**config.mk**
```make
export PLATFORM = sky130hd
export DESIGN_NAME = ex_div_sequencer_flat
export DESIGN_NICKNAME = d
export VERILOG_FILES = /design/src/rtl/ex_div_sequencer_pkg.sv /design/src/rtl/ex_div_sequencer_if.sv /design/src/rtl/ex_div_sequencer_div_step.sv /design/src/rtl/ex_div_sequencer.sv /design/src/flat_wrapper.sv
export SDC_FILE = /design/constraint.sdc
export NUM_CORES = 1
export LEC_CHECK = 0
export BUFFER_PORTS_ARGS = -buffer_cell sky130_fd_sc_hd__buf_2
export CORE_MARGIN = 3
export CORE_UTILIZATION = 40
export DETAILED_ROUTE_END_ITERATION = 7
export GPL_ROUTABILITY_DRIVEN = 0
export PLACE_DENSITY = 0.64
export RECOVER_POWER = 50
export SYNTH_ARGS = -nofsm -noshare
export SYNTH_HDL_FRONTEND = slang
export SYNTH_HIERARCHICAL = 1
export SYNTH_SLANG_ARGS = --single-unit
```
**constraint.sdc**
```tcl
create_clock -name clk_i -period 5.7 [get_ports clk_i]
set_input_delay 1.14 -clock clk_i [delete_from_list [all_inputs] [get_ports clk_i]]
set_output_delay 1.14 -clock clk_i [all_outputs]
set_load 0.005 [all_outputs]
```
**src/rtl/ex_div_sequencer_pkg.sv**
```systemverilog
// rtl/ex_div_sequencer_pkg.sv - shared types for the EX-stage divider sequencer
package ex_div_pkg;

  localparam int DIV_WIDTH = 32;

  typedef enum logic [1:0] {
    DIV_IDLE,
    DIV_BUSY,
    DIV_DONE
  } div_state_e;

  typedef struct packed {
    logic [DIV_WIDTH-1:0] rem;
    logic [DIV_WIDTH-1:0] quo;
  } div_result_t;

endpackage

```
**src/rtl/ex_div_sequencer_if.sv**
```systemverilog
// rtl/ex_div_sequencer_if.sv - EX-stage handshake bundle between pipeline control and divider
interface ex_div_sequencer_if import ex_div_pkg::*; #(
  parameter int WIDTH = DIV_WIDTH
);
  logic               start_i;
  logic               signed_i;
  logic [WIDTH-1:0]   dividend_i;
  logic [WIDTH-1:0]   divisor_i;
  logic               annul_i;
  logic               hold_i;
  logic               ok_o;
  logic [2*WIDTH-1:0] result_o;
  logic               div_zero_o;
  logic               busy_o;

  modport master (
    output start_i, signed_i, dividend_i, divisor_i, annul_i, hold_i,
    input  ok_o, result_o, div_zero_o, busy_o
  );

  modport slave (
    input  start_i, signed_i, dividend_i, divisor_i, annul_i, hold_i,
    output ok_o, result_o, div_zero_o, busy_o
  );
endinterface

```
**src/rtl/ex_div_sequencer_div_step.sv**
```systemverilog
// rtl/ex_div_sequencer_div_step.sv - one combinational restoring-division iteration
module div_step #(
  parameter int WIDTH = 32
) (
  input  logic [WIDTH-1:0] rem,
  input  logic             a_msb,
  input  logic [WIDTH-1:0] b,
  output logic [WIDTH-1:0] rem_next,
  output logic             q_bit
);
  logic [WIDTH-1:0] shifted_low;

  // rem < b always holds, so when the trial subtraction succeeds the
  // difference fits in WIDTH bits even though {rem, a_msb} needs WIDTH+1.
  assign shifted_low = {rem[WIDTH-2:0], a_msb};
  assign q_bit       = ({rem, a_msb} >= {1'b0, b});
  assign rem_next    = q_bit ? (shifted_low - b) : shifted_low;
endmodule

```
**src/rtl/ex_div_sequencer.sv**
```systemverilog
// rtl/ex_div_sequencer.sv - multi-cycle signed/unsigned restoring divider controller for EX
// Optional: DIV_ZERO_FASTPATH_EN completes divide-by-zero in one cycle.
module ex_div_sequencer import ex_div_pkg::*; #(
  parameter int WIDTH = DIV_WIDTH
) (
  input  logic               clk_i,
  input  logic               rst_i,
  ex_div_sequencer_if.slave  bus
);
  localparam int CW = $clog2(WIDTH) + 1;

  div_state_e         state;
  logic [WIDTH-1:0]   a_q, b_q, rem_q, quo_q;
  logic [CW-1:0]      count_q;
  logic               q_neg, r_neg;
  logic [2*WIDTH-1:0] result_q;
  logic               div_zero_q;

  logic               dividend_neg, divisor_neg, divisor_zero;
  logic [WIDTH-1:0]   abs_a, abs_b;
  logic [WIDTH-1:0]   rem_next, quo_next;
  logic               q_bit, last_iter;

  assign dividend_neg = bus.signed_i & bus.dividend_i[WIDTH-1];
  assign divisor_neg  = bus.signed_i & bus.divisor_i[WIDTH-1];
  assign divisor_zero = (bus.divisor_i == '0);
  assign abs_a        = dividend_neg ? -bus.dividend_i : bus.dividend_i;
  assign abs_b        = divisor_neg  ? -bus.divisor_i  : bus.divisor_i;

  div_step #(.WIDTH(WIDTH)) u_step (
    .rem      (rem_q),
    .a_msb    (a_q[WIDTH-1]),
    .b        (b_q),
    .rem_next (rem_next),
    .q_bit    (q_bit)
  );

  assign quo_next  = {quo_q[WIDTH-2:0], q_bit};
  assign last_iter = (count_q == CW'(WIDTH - 1));

  always_ff @(posedge clk_i or negedge rst_i) begin
    if (!rst_i) begin
      state      <= DIV_IDLE;
      a_q        <= '0;
      b_q        <= '0;
      rem_q      <= '0;
      quo_q      <= '0;
      count_q    <= '0;
      q_neg      <= 1'b0;
      r_neg      <= 1'b0;
      result_q   <= '0;
      div_zero_q <= 1'b0;
    end else if (bus.annul_i) begin
      state <= DIV_IDLE;
    end else begin
      case (state)
        DIV_IDLE: begin
          if (bus.start_i) begin
            a_q        <= abs_a;
            b_q        <= abs_b;
            q_neg      <= dividend_neg ^ divisor_neg;
            r_neg      <= dividend_neg;
            rem_q      <= '0;
            quo_q      <= '0;
            count_q    <= '0;
            div_zero_q <= divisor_zero;
`ifdef DIV_ZERO_FASTPATH_EN
            if (divisor_zero) begin
              result_q <= {bus.dividend_i, {WIDTH{1'b1}}};
              state    <= DIV_DONE;
            end else begin
              state    <= DIV_BUSY;
            end
`else
            state      <= DIV_BUSY;
`endif
          end
        end
        DIV_BUSY: begin
          rem_q   <= rem_next;
          quo_q   <= quo_next;
          a_q     <= {a_q[WIDTH-2:0], 1'b0};
          count_q <= count_q + CW'(1);
          if (last_iter) begin
            result_q <= {r_neg ? -rem_next : rem_next, q_neg ? -quo_next : quo_next};
            state    <= DIV_DONE;
          end
        end
        DIV_DONE: begin
          if (!bus.hold_i) state <= DIV_IDLE;
        end
        default: state <= DIV_IDLE;
      endcase
    end
  end

  // ok drops in the accepting IDLE cycle so the pipeline stalls without a bubble.
  always_comb begin
    bus.ok_o = 1'b0;
    if (!rst_i)                 bus.ok_o = 1'b1;
    else if (state == DIV_IDLE) bus.ok_o = !(bus.start_i && !bus.annul_i);
    else if (state == DIV_DONE) bus.ok_o = 1'b1;
  end

  assign bus.result_o   = result_q;
  assign bus.div_zero_o = div_zero_q;
  assign bus.busy_o     = (state != DIV_IDLE);
endmodule

```
**src/flat_wrapper.sv**
```systemverilog
// flat-port wrapper written by rule: the top's interface ports become plain ports
module ex_div_sequencer_flat import ex_div_pkg::*;
#(
  parameter int WIDTH = DIV_WIDTH
)
  (clk_i, rst_i, bus_start_i, bus_signed_i, bus_dividend_i, bus_divisor_i, bus_annul_i, bus_hold_i, bus_ok_o, bus_result_o, bus_div_zero_o, bus_busy_o);
  ex_div_sequencer_if #(.WIDTH(WIDTH)) bus_i ();
  input  logic clk_i;
  input  logic rst_i;
  input wire logic [$bits(bus_i.start_i)-1:0] bus_start_i;
  input wire logic [$bits(bus_i.signed_i)-1:0] bus_signed_i;
  input wire logic [$bits(bus_i.dividend_i)-1:0] bus_dividend_i;
  input wire logic [$bits(bus_i.divisor_i)-1:0] bus_divisor_i;
  input wire logic [$bits(bus_i.annul_i)-1:0] bus_annul_i;
  input wire logic [$bits(bus_i.hold_i)-1:0] bus_hold_i;
  output wire logic [$bits(bus_i.ok_o)-1:0] bus_ok_o;
  output wire logic [$bits(bus_i.result_o)-1:0] bus_result_o;
  output wire logic [$bits(bus_i.div_zero_o)-1:0] bus_div_zero_o;
  output wire logic [$bits(bus_i.busy_o)-1:0] bus_busy_o;
  assign bus_i.start_i = bus_start_i;
  assign bus_i.signed_i = bus_signed_i;
  assign bus_i.dividend_i = bus_dividend_i;
  assign bus_i.divisor_i = bus_divisor_i;
  assign bus_i.annul_i = bus_annul_i;
  assign bus_i.hold_i = bus_hold_i;
  assign bus_ok_o = bus_i.ok_o;
  assign bus_result_o = bus_i.result_o;
  assign bus_div_zero_o = bus_i.div_zero_o;
  assign bus_busy_o = bus_i.busy_o;
  ex_div_sequencer #(.WIDTH(WIDTH)) u_core (.clk_i(clk_i), .rst_i(rst_i), .bus(bus_i));
endmodule
```
==> flow_summary.json, run 1 <==
{
  "run_status": "finished, violations left",
  "violations": "max-capacitance violations, max-slew violations",
  "ctsHoldBuffers": 0,
  "grt_pass1_vias": 10419,
  "worstRegToRegCells": 13,
  "die_y_um": 183.5,
  "yosys.area.top_type_share_pct": 40.12,
  "worst_path_largest_cell_delay_ps": 600,
  "cts_root_buf": "clkbuf_16",
  "rsz0062_at_grt": "no",
  "antenna_found_initial": 0,
  "tritoncts": "done",
  "ant_nets": 0,
  "synth_flop_cell": "dfrtp_1",
  "p_per_area_mw_per_mm2": 478.1,
  "path_cells": "ha_1 > nand3_2 > or4_1 > o31a_1 > o21a_1 > o41ai_4 > buf_4 > mux2_2 > nor4_1 > nand4b_1 > o41ai_1 > xor2_1 > o21ai_0",
  "cp_slowest_cell": "or4_1",
  "cts_buffers": 24,
  "syn_inst": 1411,
  "cp-start-kind": "flip-flop",
  "cp_data_arrival_time_ps": 5480,
  "post-cts-setup-buffers": 0,
  "synth_area_leaders": "dfrtp_1 40%, xor2_1 6.8%, o21ai_0 6.0%, nand2_1 4.6%, a22o_1 4.2%",
  "place_hpwl_mm": 23.47,
  "clock_path_buffers": 3,
  "hold_depth": 2,
  "drt-total-wl_mm": 32.91,
  "viasPerCell": 5.662,
  "mostFrequentLayoutCells": "202 x dfrtp_1, 152 x o21ai_0, 151 x nand2_1, 127 x buf_2, 98 x xor2_1",
  "worst_pin_slew_ps": 3810,
  "crit_buf_inv": 1,
  "slew_viol_final": 172,
  "critPathCaptureType": "flip-flop",
  "clock_sinks": 202,
  "grt_overflow": 0,
  "grt_pass1_wl_mm": 53.68,
  "yosysWarnings": 6,
  "post-place-ws_ps": 672.6,
  "htreeDepth": 1,
  "finalCritPeriodShare_pct": 89.75,
  "async_flop_share_pct": 100.0,
  "die_x_um": 183.5,
  "die_area_mm2": 0.03366,
  "path_delay_family": "simple AND/OR/NAND/NOR gates",
  "synthesis.nets": 1519,
  "drive_gt1_share_pct": 14.23,
  "first_iter_violations": 802,
  "syn_area_per_cell_um2": 8.930,
  "setup_violations": 0,
  "peakVddDrop_mv": 0.2574,
  "final_common_cell": "dfrtp_1",
  "cap_violations": 2,
  "grt_max_degree": 134,
  "setup_tns_ps": 0,
  "dr.pass1.iters": 5,
  "p_leak_nw": 6.446,
  "clock.fmax_ghz": 0.1955,
  "hp-class": "flip-flop to flip-flop",
  "critPathRequiredTime_ps": 6060,
  "nNetsFinal": 1605,
  "ios": 137,
  "critical_path_class": "flip-flop to flip-flop",
  "fillers": 2997,
  "syn_area_mm2": 0.01260,
  "insertion_delay_ps": 520,
  "holdWs_ps": 469.3,
  "numPortBuffers": 136,
  "timing.final.ws_setup_ps": 584.0,
  "num_vias": 10798,
  "synth_edf_count": 0,
  "syn_to_final_growth_pct": 13.62,
  "grt_usage_pct": 19.11,
  "cp.depth": 13,
  "critPathMaxFanout": 26,
  "finalClockSkew_ps": 10.22,
  "finalHoldViolations": 0,
  "path_clk_slew_ps": 60,
  "diodes": 0,
  "ys_seq_elements": 202,
  "start_util_pct": 40.87,
  "core.rowCount": 64,
  "drc_errors": 0,
  "ys_types": 68,
  "core_region_area_mm2": 0.03083,
  "power_mw": 6.845,
  "yosysSeqAreaShare_pct": 40.12,
  "wire_per_inst_um": 17.25,
  "ctsResizeCount": 0,
  "relSlewSlack_pct": -156.7,
  "min_period_ps": 5116,
  "yosys.area.top_type": "dfrtp_1"
}
==> where the power goes <==
group          internal [mW]  switching [mW]
combinational           1.32            2.22
sequential              1.62           0.157
clock                  0.938           0.588
==> stage by stage <==
stage,util (%),cells,cell area [um2]
2_1_floorplan,-,1411,12600
3_3_place_gp,44.01,1867,13570
3_5_place_dp,44.01,1867,13570
4_1_cts,46.57,1907,14360
5_1_grt,46.44,1907,14320
6_report,46.44,1907,14320
==> path summary, 6_finish.rpt <==
| kind | start | end | slack (ps) |
|---|---|---|---|
| worst max-delay path | u_core/rem_q[10] | u_core/bus.result_o[61] | 580 |
| worst min-delay path | u_core/bus.result_o[15] | u_core/bus.result_o[15] | 470 |
| worst max register to register | u_core/rem_q[10] | u_core/bus.result_o[61] | 580 |
| worst min register to register | u_core/bus.result_o[15] | u_core/bus.result_o[15] | 470 |
| max in group asynchronous | rst_i | u_core/b_q[27] | 1410 |
| min in group asynchronous | rst_i | u_core/a_q[31] | 640 |
==> metal layers <==
layer	up-vias	routed length [um]	global-route usage, %
li1	5281	-	-
met1	5149	16140	28.50
met2	334	14170	29.61
met3	34	2186	3.087
met4	0	406	3.656
met5	-	0	0
==> state kept, by name, indices dropped and copies added (netlist names) <==
signal,cells
u_core/q_neg,1
u_core/quo_q,31
u_core/count_q,6
u_core/b_q,32
u_core/a_q,32
u_core/bus.div_zero_o,1
u_core/rem_q,32
u_core/state,2
u_core/bus.result_o,64
u_core/r_neg,1
==> worst min-delay path: stages, from the launching register on <==
cell,delay [ps]
dfrtp_1,330
nand2_1,40
o21ai_0,60
==> area by class of cell <==
class | instances | area (um2) | share of cell area [%]
sequential | 202 | 5055 | 35.31
clock inverter | 4 | 81.33 | 0.5681
timing repair buffer | 153 | 800.8 | 5.593
inverter | 53 | 198.9 | 1.390
multi-input combinational | 1063 | 6979 | 48.75
tap | 396 | 495.5 | 3.461
clock buffer | 36 | 705.7 | 4.929
==> Yosys cell counts (8+ instances only) <==
| library cell | count |
|---|---|
| a21o_1 | 15 |
| a21oi_1 | 84 |
| a22o_1 | 61 |
| a31oi_1 | 16 |
| buf_1 | 14 |
| buf_2 | 8 |
| clkbuf_1 | 65 |
| dfrtp_1 | 202 |
| ha_1 | 37 |
| inv_1 | 53 |
| mux2_2 | 9 |
| nand2_1 | 153 |
| nand2b_1 | 10 |
| nand3_1 | 20 |
| nand4_1 | 18 |
| nor2_1 | 87 |
| nor3_1 | 17 |
| nor4_1 | 10 |
| o21ai_0 | 152 |
| o22ai_1 | 19 |
| o31ai_1 | 36 |
| o41ai_1 | 22 |
| or3_1 | 24 |
| or4_1 | 12 |
| xnor2_1 | 49 |
| xor2_1 | 98 |
==> cell families (layout without fill, tap and decap cells) <==
group	Yosys count	count (layout)	synth area share [%]
buf+inv	146	246	4.737
xor+xnor	147	147	10.22
simple gates	397	397	15.28
mux	21	21	1.807
compound gates	460	460	24.00
fa+ha+maj	38	38	3.833
flops	202	202	40.12
Note: power is estimated with default switching activity, not from simulation.
==> run 2: changes to the inputs <==
--- a/config.mk
+++ b/config.mk
@@ -6,11 +6,13 @@
 export NUM_CORES = 1
 export LEC_CHECK = 0
 export BUFFER_PORTS_ARGS = -buffer_cell sky130_fd_sc_hd__buf_2
+export CELL_PAD_IN_SITES_DETAIL_PLACEMENT = 0
+export CELL_PAD_IN_SITES_GLOBAL_PLACEMENT = 2
 export CORE_MARGIN = 3
 export CORE_UTILIZATION = 40
 export DETAILED_ROUTE_END_ITERATION = 7
 export GPL_ROUTABILITY_DRIVEN = 0
-export PLACE_DENSITY = 0.64
+export PLACE_DENSITY = 0.93
 export RECOVER_POWER = 50
 export SYNTH_ARGS = -nofsm -noshare
 export SYNTH_HDL_FRONTEND = slang
==> constraint.sdc (replaced) <==
create_clock -name clk_i -period 6.63 [get_ports clk_i]
set_input_delay 1.326 -clock clk_i [delete_from_list [all_inputs] [get_ports clk_i]]
set_output_delay 1.326 -clock clk_i [all_outputs]
set_load 0.005 [all_outputs]
==> run 2 against run 1 <==
Compared with the run above: the run still ends with max-capacitance violations, max-slew violations left; critical path type unchanged; flip-flop and latch count unchanged; routed wire length increased by 1.4%; total power shrank 12%; cell count is 0.10% higher; sequential share of layout area fell by 0.18 points; non-clock buffer count decreased by 6; design area increased by 0.52%; register-to-register slack improved by 570 ps; via count decreased by 0.39%; sequential power fell by 14%.
==> flow_summary.json, run 2 (same netlist as run 1, synthesis figures left out) <==
{
  "tritoncts": "done",
  "first_iter_violations": 791,
  "post-cts-setup-buffers": 0,
  "mostFrequentLayoutCells": "202 x dfrtp_1, 151 x nand2_1, 151 x o21ai_0, 103 x buf_2, 98 x xor2_1",
  "rsz0062_at_grt": "no",
  "die_x_um": 183.5,
  "clock.fmax_ghz": 0.1825,
  "start_util_pct": 40.87,
  "core.rowCount": 64,
  "cap_violations": 2,
  "final_common_cell": "dfrtp_1",
  "hp-class": "flip-flop to flip-flop",
  "numPortBuffers": 136,
  "grt_overflow": 0,
  "hold_depth": 2,
  "htreeDepth": 1,
  "cp-start-kind": "flip-flop",
  "finalCritPeriodShare_pct": 82.62,
  "critPathRequiredTime_ps": 7020,
  "critical_path_class": "flip-flop to flip-flop",
  "place_hpwl_mm": 23.51,
  "cts_buffers": 25,
  "dr.pass1.iters": 5,
  "cts_root_buf": "clkbuf_16",
  "ios": 137,
  "run_status": "finished, violations left",
  "clock_sinks": 202,
  "finalHoldViolations": 0,
  "critPathMaxFanout": 35,
  "violations": "max-capacitance violations, max-slew violations",
  "worst_pin_slew_ps": 3279,
  "die_area_mm2": 0.03366,
  "p_leak_nw": 6.376,
  "worstRegToRegCells": 14,
  "antenna_found_initial": 3,
  "critPathCaptureType": "flip-flop",
  "viasPerCell": 5.634,
  "wire_per_inst_um": 17.48,
  "ctsHoldBuffers": 0,
  "p_per_area_mw_per_mm2": 417.5,
  "multi_input_area_mm2": 0.006983,
  "insertion_delay_ps": 540,
  "min_period_ps": 5478,
  "relSlewSlack_pct": -118.6,
  "grt_pass1_vias": 10503,
  "largest_reg_flops": 64,
  "hold_start": "u_core/bus.result_o[12]",
  "peakVddDrop_mv": 0.1924,
  "drt-total-wl_mm": 33.37,
  "fillers": 3001,
  "path_clk_slew_ps": 60,
  "core_region_area_mm2": 0.03083,
  "die_y_um": 183.5,
  "ctsResizeCount": 0,
  "syn_to_final_growth_pct": 14.22,
  "drive_gt1_share_pct": 12.71,
  "grt_max_degree": 88,
  "num_vias": 10756,
  "finalClockSkew_ps": 13.54,
  "setup_violations": 0,
  "reg2reg_slack_ps": 1150,
  "drc_errors": 0,
  "regToRegStartpoint": "u_core/rem_q[10]",
  "grt_usage_pct": 19.69,
  "clock_path_buffers": 3,
  "ant_nets": 0,
  "postLayoutCoreUtil_pct": 46.68,
  "grt_pass1_wl_mm": 55.14,
  "slew_viol_final": 126,
  "setup_tns_ps": 0,
  "nNetsFinal": 1600,
  "min_to": "u_core/bus.result_o[12]",
  "cp_data_arrival_time_ps": 5870,
  "timing.rr.end": "u_core/bus.result_o[61]",
  "holdWs_ps": 470.3,
  "regArea_mm2": 0.005055
}
==> run 2: cell count changes in the layout (fill, tap and decap cells not counted), moves of 2 or more <==
cell	before	now
buf_2	127	103
clkinv_2	1	5
buf_4	15	8
bufinv_16	2	6
clkbuf_8	7	5
clkbuf_1	15	38
diode_2	0	2
==> run 2: worst max path at each step <==
stage | startpoint | to | cells past startpoint
2_1_floorplan | u_core/b_q[0] | u_core/bus.result_o[63] | 15
3_3_place_gp | u_core/rem_q[10] | u_core/bus.result_o[61] | 14
3_5_place_dp | u_core/rem_q[10] | u_core/bus.result_o[63] | 14
4_1_cts | u_core/rem_q[10] | u_core/bus.result_o[63] | 14
5_1_grt | u_core/b_q[11] | u_core/bus.result_o[63] | 15
6_report | u_core/rem_q[10] | u_core/bus.result_o[61] | 14
==> run 2: report_power, final <==
group	leakage (nW)	switching [mW]	total (mW)	internal, mW
Clock	0.459	0.555	1.53	0.976
Sequential	2.67	0.138	1.53	1.39
Combinational	3.24	1.88	2.95	1.07
Total	6.38	2.57	6.01	3.44
==> run 2: layout make-up <==
class                           count  share of cell area, %
Clock inverter                     14                  1.678
Antenna cell                        2                0.03478
Clock buffer                       32                  4.808
Tap cell                          396                  3.443
Sequential cell                   202                  35.12
Inverter                           53                  1.382
Timing Repair Buffer              147                  5.008
Multi-Input combinational cell   1063                  48.52
==> run 2: critical path: stages (launching register included) <==
cell,delay (ps)
dfrtp_1,390
ha_1,420
nand3_2,150
nor2_1,160
o2111ai_1,150
nand3_1,180
a221oi_2,120
o41ai_4,1010
buf_4,530
a21oi_1,290
nor4_1,610
nand4b_1,510
o41ai_1,530
xor2_1,170
o21ai_0,80
==> run 2: per-layer routing <==
| layer | wire (um) | GRT usage (%) | vias to the layer above |
|---|---|---|---|
| li1 | - | - | 5264 |
| met1 | 16880 | 30.09 | 5165 |
| met2 | 14040 | 29.51 | 280 |
| met3 | 1922 | 3.285 | 45 |
| met4 | 515 | 3.870 | 2 |
| met5 | 13 | 0 | - |
==> run 2: per-stage QoR <==
stage | total power, mW | setup slack (ps) | instances | cell area [um2]
2_1_floorplan | 3.741 | 2413 | 1411 | 12600
3_3_place_gp | 4.438 | 1297 | 1861 | 13510
3_5_place_dp | 4.445 | 1228 | 1861 | 13510
4_1_cts | 6.013 | 1195 | 1907 | 14450
5_1_grt | 6.447 | 555.7 | 1908 | 14390
6_report | 6.009 | 1152 | 1909 | 14390
==> run 3: changes to the inputs <==
--- a/config.mk
+++ b/config.mk
@@ -9,10 +9,10 @@
 export CELL_PAD_IN_SITES_DETAIL_PLACEMENT = 0
 export CELL_PAD_IN_SITES_GLOBAL_PLACEMENT = 2
 export CORE_MARGIN = 3
-export CORE_UTILIZATION = 40
+export CORE_UTILIZATION = 33
 export DETAILED_ROUTE_END_ITERATION = 7
 export GPL_ROUTABILITY_DRIVEN = 0
-export PLACE_DENSITY = 0.93
+export PLACE_DENSITY = 0.82
 export RECOVER_POWER = 50
 export SYNTH_ARGS = -nofsm -noshare
 export SYNTH_HDL_FRONTEND = slang
==> constraint.sdc (replaced) <==
create_clock -name clk_i -period 4.7 [get_ports clk_i]
set_input_delay 0.94 -clock clk_i [delete_from_list [all_inputs] [get_ports clk_i]]
set_output_delay 0.94 -clock clk_i [all_outputs]
set_load 0.005 [all_outputs]
==> run 3 against run 2 <==
Compared with the run above: the run still ends with max-capacitance violations, max-slew violations left; via count grew 0.32%; combinational power increased by 77%; non-clock buffer count grew 70; total power rose by 53%.
==> flow_summary.json, run 3 (same netlist as run 1, synthesis figures left out) <==
{
  "run_status": "finished, violations left",
  "violations": "max-capacitance violations, max-slew violations",
  "grt_overflow": 0,
  "finalCritPeriodShare_pct": 94.81,
  "cp_data_arrival_time_ps": 4840,
  "relSlewSlack_pct": -101.5,
  "die_x_um": 201.4,
  "numPortBuffers": 136,
  "die_area_mm2": 0.04056,
  "place_hpwl_mm": 25.75,
  "drt-total-wl_mm": 35.11,
  "wire_per_inst_um": 16.89,
  "core_region_area_mm2": 0.03714,
  "diodes": 0,
  "finalHoldViolations": 0,
  "hp-class": "primary input to asynchronous set/reset pin",
  "core.rowCount": 70,
  "cp-start-kind": "flip-flop",
  "clock.fmax_ghz": 0.2244,
  "dr.pass1.iters": 5,
  "ctsHoldBuffers": 0,
  "num_vias": 10790,
  "critPathCaptureType": "flip-flop",
  "tritoncts": "done",
  "start_util_pct": 33.93,
  "insertion_delay_ps": 510,
  "cts_buffers": 23,
  "viasPerCell": 5.190,
  "slew_viol_final": 187,
  "final_common_cell": "dfrtp_1",
  "critPathRequiredTime_ps": 5080,
  "clock_path_buffers": 3,
  "drive_gt1_share_pct": 17.97,
  "finalClockSkew_ps": 11.50,
  "dp.cells": 2037,
  "ant_nets": 0,
  "htreeDepth": 1,
  "grt_pass1_vias": 10613,
  "peakVddDrop_mv": 0.2774,
  "nNetsFinal": 1668,
  "first_iter_violations": 606,
  "setup_violations": 0,
  "ios": 137,
  "mostFrequentLayoutCells": "202 x dfrtp_1, 151 x nand2_1, 151 x o21ai_0, 125 x buf_2, 98 x xor2_1",
  "die_y_um": 201.4,
  "timing.final.ws_setup_ps": 244.0,
  "cts_root_buf": "clkbuf_16",
  "clock_sinks": 202,
  "p_per_area_mw_per_mm2": 614.1,
  "power_mw": 9.167,
  "critical_path_class": "flip-flop to flip-flop",
  "drc_errors": 0,
  "post-place-ws_ps": 7.746,
  "path_clk_slew_ps": 60,
  "antenna_found_initial": 1,
  "instances_no_fill": 2079,
  "grt_pass1_wl_mm": 57.70,
  "setup_tns_ps": 0,
  "grt_max_degree": 145,
  "cap_violations": 2,
  "critPathMaxFanout": 4,
  "p_leak_nw": 6.741,
  "worst_pin_slew_ps": 3002,
  "min_period_ps": 4456,
  "syn_to_final_growth_pct": 18.48,
  "largest_reg_flops": 64,
  "grt_usage_pct": 16.95
}
run 3: cell count changes in the layout (fill, tap and decap cells not counted), sizes merged:
cell      change
buf          +93
bufinv        -4
clkbuf       -24
clkinv        +1
clkinvlp      -1
diode         -2
inv           -1
run 3: layout make-up:
class / instances / area (um2)
Clock inverter: 9 / 98.84
Sequential cell: 202 / 5055
Inverter: 53 / 198.9
Timing Repair Buffer: 217 / 1285
Multi-Input combinational cell: 1063 / 7014
Fill cell: 3827 / 22210
Clock buffer: 31 / 645.6
Tap cell: 504 / 630.6
run 3: through the flow:
stage	hold slack (ps)	utilization, %	area (um2)
3_5_place_dp	466.2	38.16	14170
5_1_grt	415.8	40.20	14930
2_1_floorplan	441.8	-	12600
3_3_place_gp	457.0	38.16	14170
6_report	381.2	40.20	14930
4_1_cts	416.0	40.16	14910
run 3: layer usage:
layer | share of wire, % | track usage, % | wire length [um] | up-vias
met3 | 4.9 | 2.912 | 1737 | 33
met2 | 43 | 25.50 | 14920 | 223
met4 | 1.5 | 3.414 | 512 | 2
met1 | 51 | 25.60 | 17930 | 5135
met5 | 0.020 | 0 | 7 | -
li1 | - | - | - | 5397
run 3: path summary, 6_finish.rpt:
path	start	to	slack [ps]	cells past startpoint
setup / recovery	u_core/b_q[1]	u_core/bus.result_o[63]	240	17
hold / removal	rst_i	u_core/bus.result_o[46]	380	1
setup reg to reg	u_core/b_q[1]	u_core/bus.result_o[63]	240	17
hold reg to reg	u_core/bus.result_o[15]	u_core/bus.result_o[15]	470	2
max in group asynchronous	rst_i	u_core/b_q[20]	1810	2
min in group clk_i	u_core/bus.result_o[15]	u_core/bus.result_o[15]	470	2
run 3: worst max-delay path, stage by stage, from the launching register on:
cell and delay, ps:
dfrtp_1 410, inv_1 60, ha_1 290, nor2b_1 150, o31a_1 280, o2111ai_1 270
nand3_1 240, a221oi_4 350, o41ai_4 130, buf_4 170, buf_4 130, buf_4 130
a31o_1 180, or4_1 520, or3_1 360, o41ai_1 420, xor2_1 160, o21ai_0 80
run 3: power breakdown:
part / internal, mW / switching, mW
Combinational: 2.32 / 2.89
Clock: 1.07 / 0.717
Sequential: 1.97 / 0.202
run 3: timing repair:
item,in CTS,in global routing
buffers inserted,0,2
setup endpoints to repair,0,24
resized for setup,0,9
